[config.mk]
export PLATFORM = sky130hd
export DESIGN_NAME = word_stacker
export DESIGN_NICKNAME = d
export VERILOG_FILES = /design/src/rtl/word_stacker.sv
export SDC_FILE = /design/constraint.sdc
export NUM_CORES = 1
export LEC_CHECK = 0
export CAP_MARGIN = 20
export CORE_MARGIN = 2
export CORE_UTILIZATION = 43
export DETAILED_ROUTE_END_ITERATION = 8
export PLACE_DENSITY = 0.83
export SLEW_MARGIN = 25
export SYNTH_ARGS = -nofsm -noshare
export SYNTH_HDL_FRONTEND = slang
export SYNTH_SLANG_ARGS = --single-unit
[constraint.sdc]
create_clock -name clk_i -period 1.5 [get_ports clk_i]
set_input_delay 0.15 -clock clk_i [delete_from_list [all_inputs] [get_ports clk_i]]
set_output_delay 0.15 -clock clk_i [all_outputs]
set_load 0.02 [all_outputs]
[src/rtl/word_stacker.sv]
// Collects NUM_WORDS stream words into one block, first word in the MSB slot.
// Define WORD_STACKER_BSWAP_EN to byte-reverse each word before it is stored.
//
// state | meaning
// FILL  | collecting words; cnt_q = number of words of the partial block held
// FULL  | block complete and presented on word_o, waiting for ready_i
module word_stacker #(
  parameter int unsigned WORD_W    = 32,
  parameter int unsigned NUM_WORDS = 4
) (
  input  logic                          clk_i,
  input  logic                          rst_ni,
  input  logic                          clr_i,
  input  logic                          enable_i,
  input  logic                          valid_i,
  output logic                          ready_o,
  input  logic [WORD_W-1:0]             word_i,
  output logic                          valid_o,
  input  logic                          ready_i,
  output logic [WORD_W*NUM_WORDS-1:0]   word_o,
  output logic [$clog2(NUM_WORDS)-1:0]  cnt_o
);

  localparam int unsigned CNT_W = $clog2(NUM_WORDS);
  localparam int unsigned BLK_W = WORD_W * NUM_WORDS;

  typedef enum logic {FILL, FULL} state_e;

  state_e               state_q, state_d;
  logic [BLK_W-1:0]     stack_r, stack_d;
  logic [CNT_W-1:0]     cnt_r, cnt_d;
  logic [WORD_W-1:0]    word_in;
  logic                 acc, drn;

`ifdef WORD_STACKER_BSWAP_EN
  function automatic logic [WORD_W-1:0] bswap(input logic [WORD_W-1:0] w);
    logic [WORD_W-1:0] r;
    r = '0;
    for (int b = 0; b < int'(WORD_W / 8); b++) begin
      r[(int'(WORD_W / 8) - 1 - b) * 8 +: 8] = w[b * 8 +: 8];
    end
    return r;
  endfunction

  assign word_in = bswap(word_i);
`else
  assign word_in = word_i;
`endif

  always_ff @(posedge clk_i or negedge rst_ni) begin
    if (!rst_ni) begin
      state_q <= FILL;
      stack_r <= '0;
      cnt_r   <= '0;
    end else begin
      state_q <= state_d;
      stack_r <= stack_d;
      cnt_r   <= cnt_d;
    end
  end

  always_comb begin
    state_d = state_q;
    stack_d = stack_r;
    cnt_d   = cnt_r;
    if (clr_i) begin
      state_d = FILL;
      stack_d = '0;
      cnt_d   = '0;
    end else begin
      unique case (state_q)
        FILL: begin
          if (acc) begin
            for (int k = 0; k < int'(NUM_WORDS); k++) begin
              if (cnt_r == CNT_W'(k)) begin
                stack_d[(int'(NUM_WORDS) - k) * int'(WORD_W) - 1 -: WORD_W] = word_in;
              end
            end
            if (cnt_r == CNT_W'(NUM_WORDS - 1)) begin
              state_d = FULL;
              cnt_d   = '0;
            end else begin
              cnt_d = cnt_r + CNT_W'(1);
            end
          end
        end
        FULL: begin
          // acc can only occur here together with drn: drain and refill slot 0
          if (drn) begin
            state_d = FILL;
            if (acc) begin
              stack_d[BLK_W-1 -: WORD_W] = word_in;
              cnt_d = CNT_W'(1);
            end
          end
        end
        default: state_d = FILL;
      endcase
    end
  end

  always_comb begin
    valid_o = enable_i & (state_q == FULL);
    ready_o = enable_i & ((state_q == FILL) | ready_i);
    acc     = valid_i & ready_o;
    drn     = valid_o & ready_i;
    word_o  = stack_r;
    cnt_o   = cnt_r;
  end

endmodule

# Yosys cells after proc, flatten, opt, wreduce, memory -nomap -nowiden
# Index checks and enable logic that the tools add are counted.
# word_totals
ff_bits,131
latchBits,0
ramBits,0
romBits,0
output_inout_bits,132
elab_cells,52
n_memories,0
# classes
add_sub_neg,1
multipliers,0
div,0
order_cmp,0
n_eq_ne,8
n_shift,0
mux,21
bitwise_logic,6
reduce_logical,10
# ops
operator,n
two-way mux 128 bit,2
two-way mux 32 bit,6
two-way mux 96 bit,1
one-hot mux 32 bit (2 select lines),1
AND reduction 3 bit,4
two-way mux 2 bit,5
nonzero test 2 bit,4
"!= test 3 x 2 -> 1 bit, second input constant",2
"!= test 3 bit, second input constant",2
bitwise AND 1 bit,4
"equality test 2 bit, second input constant",2
two-way mux 1 bit,4
one-hot mux 2 bit (2 select lines),1
AND reduction 4 bit,1
"adder 2 x 1 -> 2 bit, second input constant",1
"equality test 2 x 1 -> 1 bit, second input constant",1
logical NOT 2 bit,1
"!= test 2 bit, second input constant",1
one-hot mux 1 bit (2 select lines),1
inverter 1 bit,1
OR 1 bit,1

# Longest topological paths before layout
# Gate-level depths: netlist (run 1).
# logic_depth
word_depth,8
depth_mapped,7
depth_no_buf,5

# Worst setup path before layout (run 1)
# No wires, ideal clock.
# synth_path
path_type,register to register
from,"register cnt_r[0], in the netlist cnt_o[0]"
to,"register stack_r[100], in the netlist word_o[100]"
t_arrival_ns,1.527
slack_ns,-0.106
path_stages_with_launch,7
synth_period_minus_slack_ns,1.606
cell_sequence,dfrtp_1 inv_1 ha_1 mux2_2 nand3_4 buf_6 mux2i_1
# synth_between
elab_chain_len,3
# synth_lines
element,line,text
from (decl),31,"logic [CNT_W-1:0] cnt_r, cnt_d;"
from (signal assigned),58,cnt_r <= cnt_d;
logical NOT 2 bit,75,if (cnt_r == CNT_W'(k)) begin
!= test 3 bit (no line),n/a,
AND reduction 4 bit (no line),n/a,
to (signal assigned),57,stack_r <= stack_d;
to (decl),30,"logic [BLK_W-1:0] stack_r, stack_d;"
# No other way between the ends.
# A chain may end at the register's enable or synchronous reset.

# Worst setup path after layout (run 1)
# layout_path
from,"register cnt_r[1], in the netlist cnt_o[1]"
to,"register stack_r[102], in the netlist word_o[102]"
# The elaborated chain is that of the path after synthesis.

==> results of run 1 <==
where the power goes:
group	total [µW]	internal (µW)	switching, µW
logic	864	370	494
registers	3650	3610	41.5
clock network	3870	2430	1440
Yosys cell counts (3+ instances only):
cell / number / area share (%)
buf_6: 11 / 2.1
nand2_1: 195 / 13
a21oi_2: 16 / 2.4
clkbuf_1: 12 / 0.78
nand2b_1: 64 / 6.9
a21oi_1: 83 / 7.2
ha_1: 4 / 0.86
buf_4: 10 / 1.3
nand4b_1: 3 / 0.45
dfrtp_1: 131 / 57
buf_2: 11 / 0.95
mux2i_1: 32 / 5.5
cell usage in the layout (no fill, tap or decap), drive strengths merged, types with 4 or more instances in the layout:
cell / instances
nand2: 195
dfrtp: 131
dlygate4sd2: 130
a21oi: 99
nand2b: 64
buf: 45
clkdlybuf4s50: 35
mux2i: 32
clkbuf: 31
ha: 4
cells by family after synthesis:
| group | after synthesis | synth area share (%) |
|---|---|---|
| and+or+nand+nor | 273 | 21.6 |
| DFF | 131 | 56.6 |
| AOI/OAI and AO/OA | 101 | 9.82 |
| buffers and inverters | 47 | 5.44 |
| muxes | 33 | 5.72 |
| adders and majority gates | 4 | 0.864 |
final cells by class:
cell class | count | area [µm²] | share of cell area (%)
Clock buffer | 25 | 495 | 5.72
Clock inverter | 5 | 52.6 | 0.606
Inverter | 2 | 7.51 | 0.0866
Multi-Input combinational cell | 411 | 2380 | 27.4
Sequential cell | 131 | 3280 | 37.9
Tap cell | 176 | 220 | 2.54
Timing Repair Buffer | 217 | 2230 | 25.7
worst max-delay path by stage:
stage,start,end,slack (ns)
finish,cnt_o[1],word_o[102],0.003
global route,cnt_o[1],word_o[106],-0.07
CTS,cnt_o[0],word_o[83],-0.02
detailed placement,enable_i,word_o[23],-0.12
global placement,ready_i,ready_o,-0.08
floorplan,cnt_o[0],word_o[100],0.005
through the flow:
step / hold slack, ns / cells / setup WS, ns
4_1_cts: 0.119 / 954 / -0.0208
3_3_place_gp: 0.0853 / 919 / -0.0831
6_report: 0.141 / 967 / 0.00291
3_5_place_dp: 0.0954 / 919 / -0.121
5_1_grt: 0.149 / 967 / -0.0678
2_1_floorplan: -0.146 / 589 / 0.00476
metal layers:
layer | global-route usage [%] | up-vias | part of all wire [%]
li1 | - | 2296 | -
met2 | 38.6 | 235 | 50
met4 | 8.31 | 0 | 1.3
met5 | 0 | - | 0
met1 | 28.8 | 2497 | 41
met3 | 6.75 | 26 | 8.2
registers in the layout, indices dropped and copies added, names as in the netlist:
signal	cells
word_o	128
cnt_o	2
state_q	1
critical path, stage by stage (launching register included):
cell	delay [ns]
dfrtp_2	0.38
inv_2	0.06
ha_4	0.15
mux2_4	0.28
nand3_4	0.15
clkbuf_16	0.20
mux2i_1	0.19
what timing repair did:
| item | CTS | global route |
|---|---|---|
| gates resized for setup | 148 | 75 |
| hold buffers | 1 | 0 |
| endpoints found under the setup margin | 190 | 117 |
| gates cloned | 1 | 10 |
| setup buffers | 3 | 3 |
| pin swaps | 2 | 4 |
| hold endpoints to repair | 49 | 0 |
==> impl_metrics.env, run 1 <==
export IMPL_status="completed"
export IMPL_antenna_cells=0
export IMPL_design_core_area_um2=13200
export IMPL_syn_to_final_growth_pct=49.5
export IMPL_avgRoutedWirePerCell_um=18.8
export IMPL_setup_viol=0
export IMPL_maxSlewHeadroom_pct=73.5
export IMPL_netlist_area_um2=5800
export IMPL_yosysWarnings=0
export IMPL_ys_seq_area_share_pct=56.6
export IMPL_ant_nets=0
export IMPL_max_freq_ghz=0.668
export IMPL_ff2ff_setup_slack_ns=0.003
export IMPL_whs_path_depth=2
export IMPL_skew_ns=0.00978
export IMPL_rsz0062_at_grt="yes"
export IMPL_hold_end="word_o[11]"
export IMPL_io_pins=170
export IMPL_grtUsageTotal_pct=23.2
export IMPL_r2r_start="cnt_o[1]"
export IMPL_hpwl_mm=11.1
export IMPL_grt_pass1_vias=4950
export IMPL_syn_inst=589
export IMPL_tightest_slew_ns=0.398
export IMPL_port_buffers=169
export IMPL_drv_cap=0
export IMPL_cts_tree="done"
export IMPL_wl_mm=18.1
export IMPL_placed_area_um2=7760
export IMPL_rr_worst_depth=6
export IMPL_syn_nets=631
export IMPL_worstPathRequired_ns=1.83
export IMPL_synth_distinct_cells=26
export IMPL_async_reset_ff_share_pct=100
export IMPL_drc_errors=0
export IMPL_ys_ff_latch=131
export IMPL_drive_gt1_share_pct=18.5
export IMPL_cts_sinks=131
export IMPL_die_w_um=120
export IMPL_fin_nets=822
export IMPL_hold_violations=0
export IMPL_cts_root_buf="clkbuf_16"
export IMPL_min_path_type="input pin to flop"
export IMPL_period_needed_ns=1.50
export IMPL_critical_path_class="flop to flop"
export IMPL_peakVddDrop_v=0.000558
export IMPL_antenna_found_initial=0
export IMPL_htreeDepth=4
export IMPL_routed_via_density=5.23
export IMPL_num_rows=42
export IMPL_stdcell_area_um2=8670
export IMPL_clk_pin_slew_ns=0.06
export IMPL_nFillCells=1035
export IMPL_power_leakage_uw=0.00432
export IMPL_start_util_pct=43.9
export IMPL_gp_congestion=0.807
export IMPL_tns_ns=0
export IMPL_cp_max_fo=8
export IMPL_worstSetupStartpointType="flop"
export IMPL_dieArea_um2=14400
export IMPL_power_density_nw_per_um2=967
export IMPL_maxSlewViolCount=0
export IMPL_postLayoutCoreUtil_pct=65.7
export IMPL_period_share_pct=99.8
export IMPL_grt_pass1_wl_mm=25.8
export IMPL_ys_flop_type="dfrtp_1"
export IMPL_finalPower_uw=8380
export IMPL_cts_made_buffers=17
export IMPL_vias=5054
export IMPL_clock_path_buffers=2
export IMPL_drt_first_pass_iters=5
export IMPL_grt_max_degree=51
export IMPL_r2r_end="word_o[102]"
export IMPL_drt_iter0_drc=454
export IMPL_arrival_ns=1.83
export IMPL_grt_overflow=0
export IMPL_synth_edf_count=0
export IMPL_die_y_um=120
export IMPL_setup_worst_path_end_class="flop"
export IMPL_syn_area_per_cell_um2=9.84
export IMPL_hold_start="clr_i"
export IMPL_clk_latency_ns=0.42
(Power assumes the default switching activity.)
==> inputs of run 2 (changes only) <==
--- a/config.mk
+++ b/config.mk
@@ -9,6 +9,7 @@
 export CORE_MARGIN = 2
 export CORE_UTILIZATION = 43
 export DETAILED_ROUTE_END_ITERATION = 8
+export GPL_ROUTABILITY_DRIVEN = 0
 export PLACE_DENSITY = 0.83
 export SLEW_MARGIN = 25
 export SYNTH_ARGS = -nofsm -noshare
==> results of run 2 <==
No change in the layout: final DEF, timing and power equal those of run 1.
==> inputs of run 3 (changes only) <==
--- a/config.mk
+++ b/config.mk
@@ -9,7 +9,8 @@
 export CORE_MARGIN = 2
 export CORE_UTILIZATION = 43
 export DETAILED_ROUTE_END_ITERATION = 8
-export GPL_ROUTABILITY_DRIVEN = 0
+export GPL_ROUTABILITY_DRIVEN = 1
+export GPL_TIMING_DRIVEN = 0
 export PLACE_DENSITY = 0.83
 export SLEW_MARGIN = 25
 export SYNTH_ARGS = -nofsm -noshare
==> run 3 against run 2 <==
Against the previous run: the run now ends with negative setup slack left; critical path depth did not move; worst setup slack got worse by 0.088 ns; clock power rose by 18%; core utilization rose by 0.75 points; total power rose by 8.5%; critical path type unchanged; critical endpoint is now word_o[109]; largest cell class unchanged; highest routed layer unchanged.
==> impl_metrics.env, run 3 (synthesis results as in run 1) <==
export IMPL_status="finished with violations"
export IMPL_violations="negative setup slack"
export IMPL_power_density_nw_per_um2=1040
export IMPL_combPwrFrac_pct=9.5
export IMPL_cts_root_buf="clkbuf_16"
export IMPL_syn_to_final_growth_pct=51.2
export IMPL_setup_worst_path_end_class="flop"
export IMPL_grt_pass1_wl_mm=27.0
export IMPL_vias=5030
export IMPL_drc_errors=0
export IMPL_tightest_slew_ns=0.800
export IMPL_gp_congestion=0.826
export IMPL_design_core_area_um2=13200
export IMPL_grt_max_degree=67
export IMPL_antenna_found_initial=0
export IMPL_drv_cap=0
export IMPL_peakVddDrop_v=0.000666
export IMPL_skew_ns=0.00963
export IMPL_port_buffers=167
export IMPL_hpwl_mm=11.5
export IMPL_htreeDepth=4
export IMPL_max_freq_ghz=0.631
export IMPL_critical_path_class="flop to flop"
export IMPL_min_path_type="input pin to flop"
export IMPL_finalPower_uw=9090
export IMPL_whs_path_depth=3
export IMPL_routed_via_density=5.09
export IMPL_wl_mm=18.0
export IMPL_clk_pin_slew_ns=0.06
export IMPL_fin_ws_ns=-0.0855
export IMPL_stdcell_count=989
export IMPL_grtUsageTotal_pct=24.6
export IMPL_clock_path_buffers=2
export IMPL_final_common_cell="nand2_1"
export IMPL_rr_worst_depth=6
export IMPL_cts_sinks=131
export IMPL_cts_tree="done"
export IMPL_power_share_clock_pct=50.4
export IMPL_rsz0062_at_grt="yes"
export IMPL_period_needed_ns=1.59
export IMPL_grt_pass1_vias=4983
export IMPL_drive_gt1_share_pct=19.4
export IMPL_worstPathRequired_ns=1.82
export IMPL_switchingPower_uw=2060
export IMPL_power_leakage_uw=0.00437
export IMPL_dieArea_um2=14400
export IMPL_worstSetupStartpointType="flop"
export IMPL_maxSlewViolCount=0
export IMPL_antenna_cells=0
export IMPL_ant_nets=0
export IMPL_setup_viol=38
export IMPL_hold_violations=0
export IMPL_avgRoutedWirePerCell_um=18.2
export IMPL_power_share_sequential_pct=40.1
export IMPL_p_int_uw=7040
export IMPL_dp_cells=933
export IMPL_start_util_pct=43.9
export IMPL_die_w_um=120
export IMPL_arrival_ns=1.91
export IMPL_die_y_um=120
export IMPL_num_rows=42
export IMPL_largest_reg_flops=128
export IMPL_period_share_pct=106
export IMPL_drt_first_pass_iters=5
export IMPL_layout_common_cells="193 x nand2_1, 129 x dlygate4sd2_1, 129 x dfrtp_1"
export IMPL_clk_latency_ns=0.42
export IMPL_cp_max_fo=6
export IMPL_cpMaxStageDelayCell="dfrtp_2"
export IMPL_crit_chain="inv_4 -> ha_4 -> mux2_4 -> nand3_4 -> buf_12 -> mux2i_2"
export IMPL_cts_made_buffers=17
export IMPL_io_pins=170
export IMPL_max_stage_delay_ns=0.41
export IMPL_grt_overflow=0
export IMPL_fin_nets=842
export IMPL_maxSlewHeadroom_pct=46.7
export IMPL_drt_iter0_drc=398
export IMPL_p_sw_share_pct=22.6
[run 3: area by class of cell]
cell class	instances	area (µm²)
clock inverters	10	178
fillers	1043	4430
multi-input cells	411	2380
inverters	2	10.0
repair buffers	192	1800
plain buffers	45	420
well taps	176	220
clock buffers	22	474
flip-flops and latches	131	3280
[run 3: metal layers]
| layer | wire length, µm | up-vias | share of wire, % | GRT usage (%) |
|---|---|---|---|---|
| met2 | 8860 | 200 | 49 | 39.1 |
| met3 | 1270 | 34 | 7.1 | 7.37 |
| met1 | 7460 | 2465 | 41 | 31.9 |
| met5 | 0 | - | 0 | 0 |
| li1 | - | 2331 | - | - |
| met4 | 441 | 0 | 2.4 | 9.04 |
[run 3: final timing paths]
| path | from | endpoint | slack [ns] |
|---|---|---|---|
| worst min register to register | word_o[53] | word_o[53] | 0.52 |
| min in group asynchronous | rst_ni | word_o[68] | 0.26 |
| max in group asynchronous | rst_ni | word_o[82] | 0.56 |
| worst max-delay path | cnt_o[0] | word_o[109] | -0.09 |
| worst max register to register | cnt_o[0] | word_o[109] | -0.09 |
| worst min-delay path | clr_i | word_o[96] | 0.16 |
[run 3: worst max-delay path, delay by kind of cell, from the launching register on]
kind          cells  cell delay (ns)
mux               2             0.51
simple gates      1             0.19
flops             1             0.41
fa+ha+maj         1             0.15
buf+inv           2             0.23
[run 3: power groups by stage]
stage	registers, µW	logic [µW]	clock network (µW)
3_3_place_gp	3710	816	0
6_report	3650	867	4580
2_1_floorplan	3790	285	0
5_1_grt	3650	931	4780
4_1_cts	3640	821	4640
3_5_place_dp	3710	832	0
[run 3: through the flow]
stage / utilization [%] / area (µm²) / setup WS (ns) / TNS, ns / hold slack, ns
after global routing: 66.4 / 8760 / -0.121 / -7.14 / 0.178
final: 66.4 / 8760 / -0.0855 / -1.14 / 0.163
after floorplan: - / 5810 / 0.00476 / 0 / -0.146
after CTS: 63.1 / 8320 / -0.0735 / -1.81 / 0.134
after detailed placement: 58.6 / 7730 / -0.329 / -20.82 / 0.131
after global placement: 58.4 / 7700 / -5.45 / -669.44 / 0.509
[run 3: what timing repair did]
action	CTS	global route
setup endpoints to repair	252	123
setup buffers	6	10
gates cloned	1	6
pin swaps	0	1
endpoints found under the hold margin	65	0
hold buffers	1	0
gates resized for setup	149	73
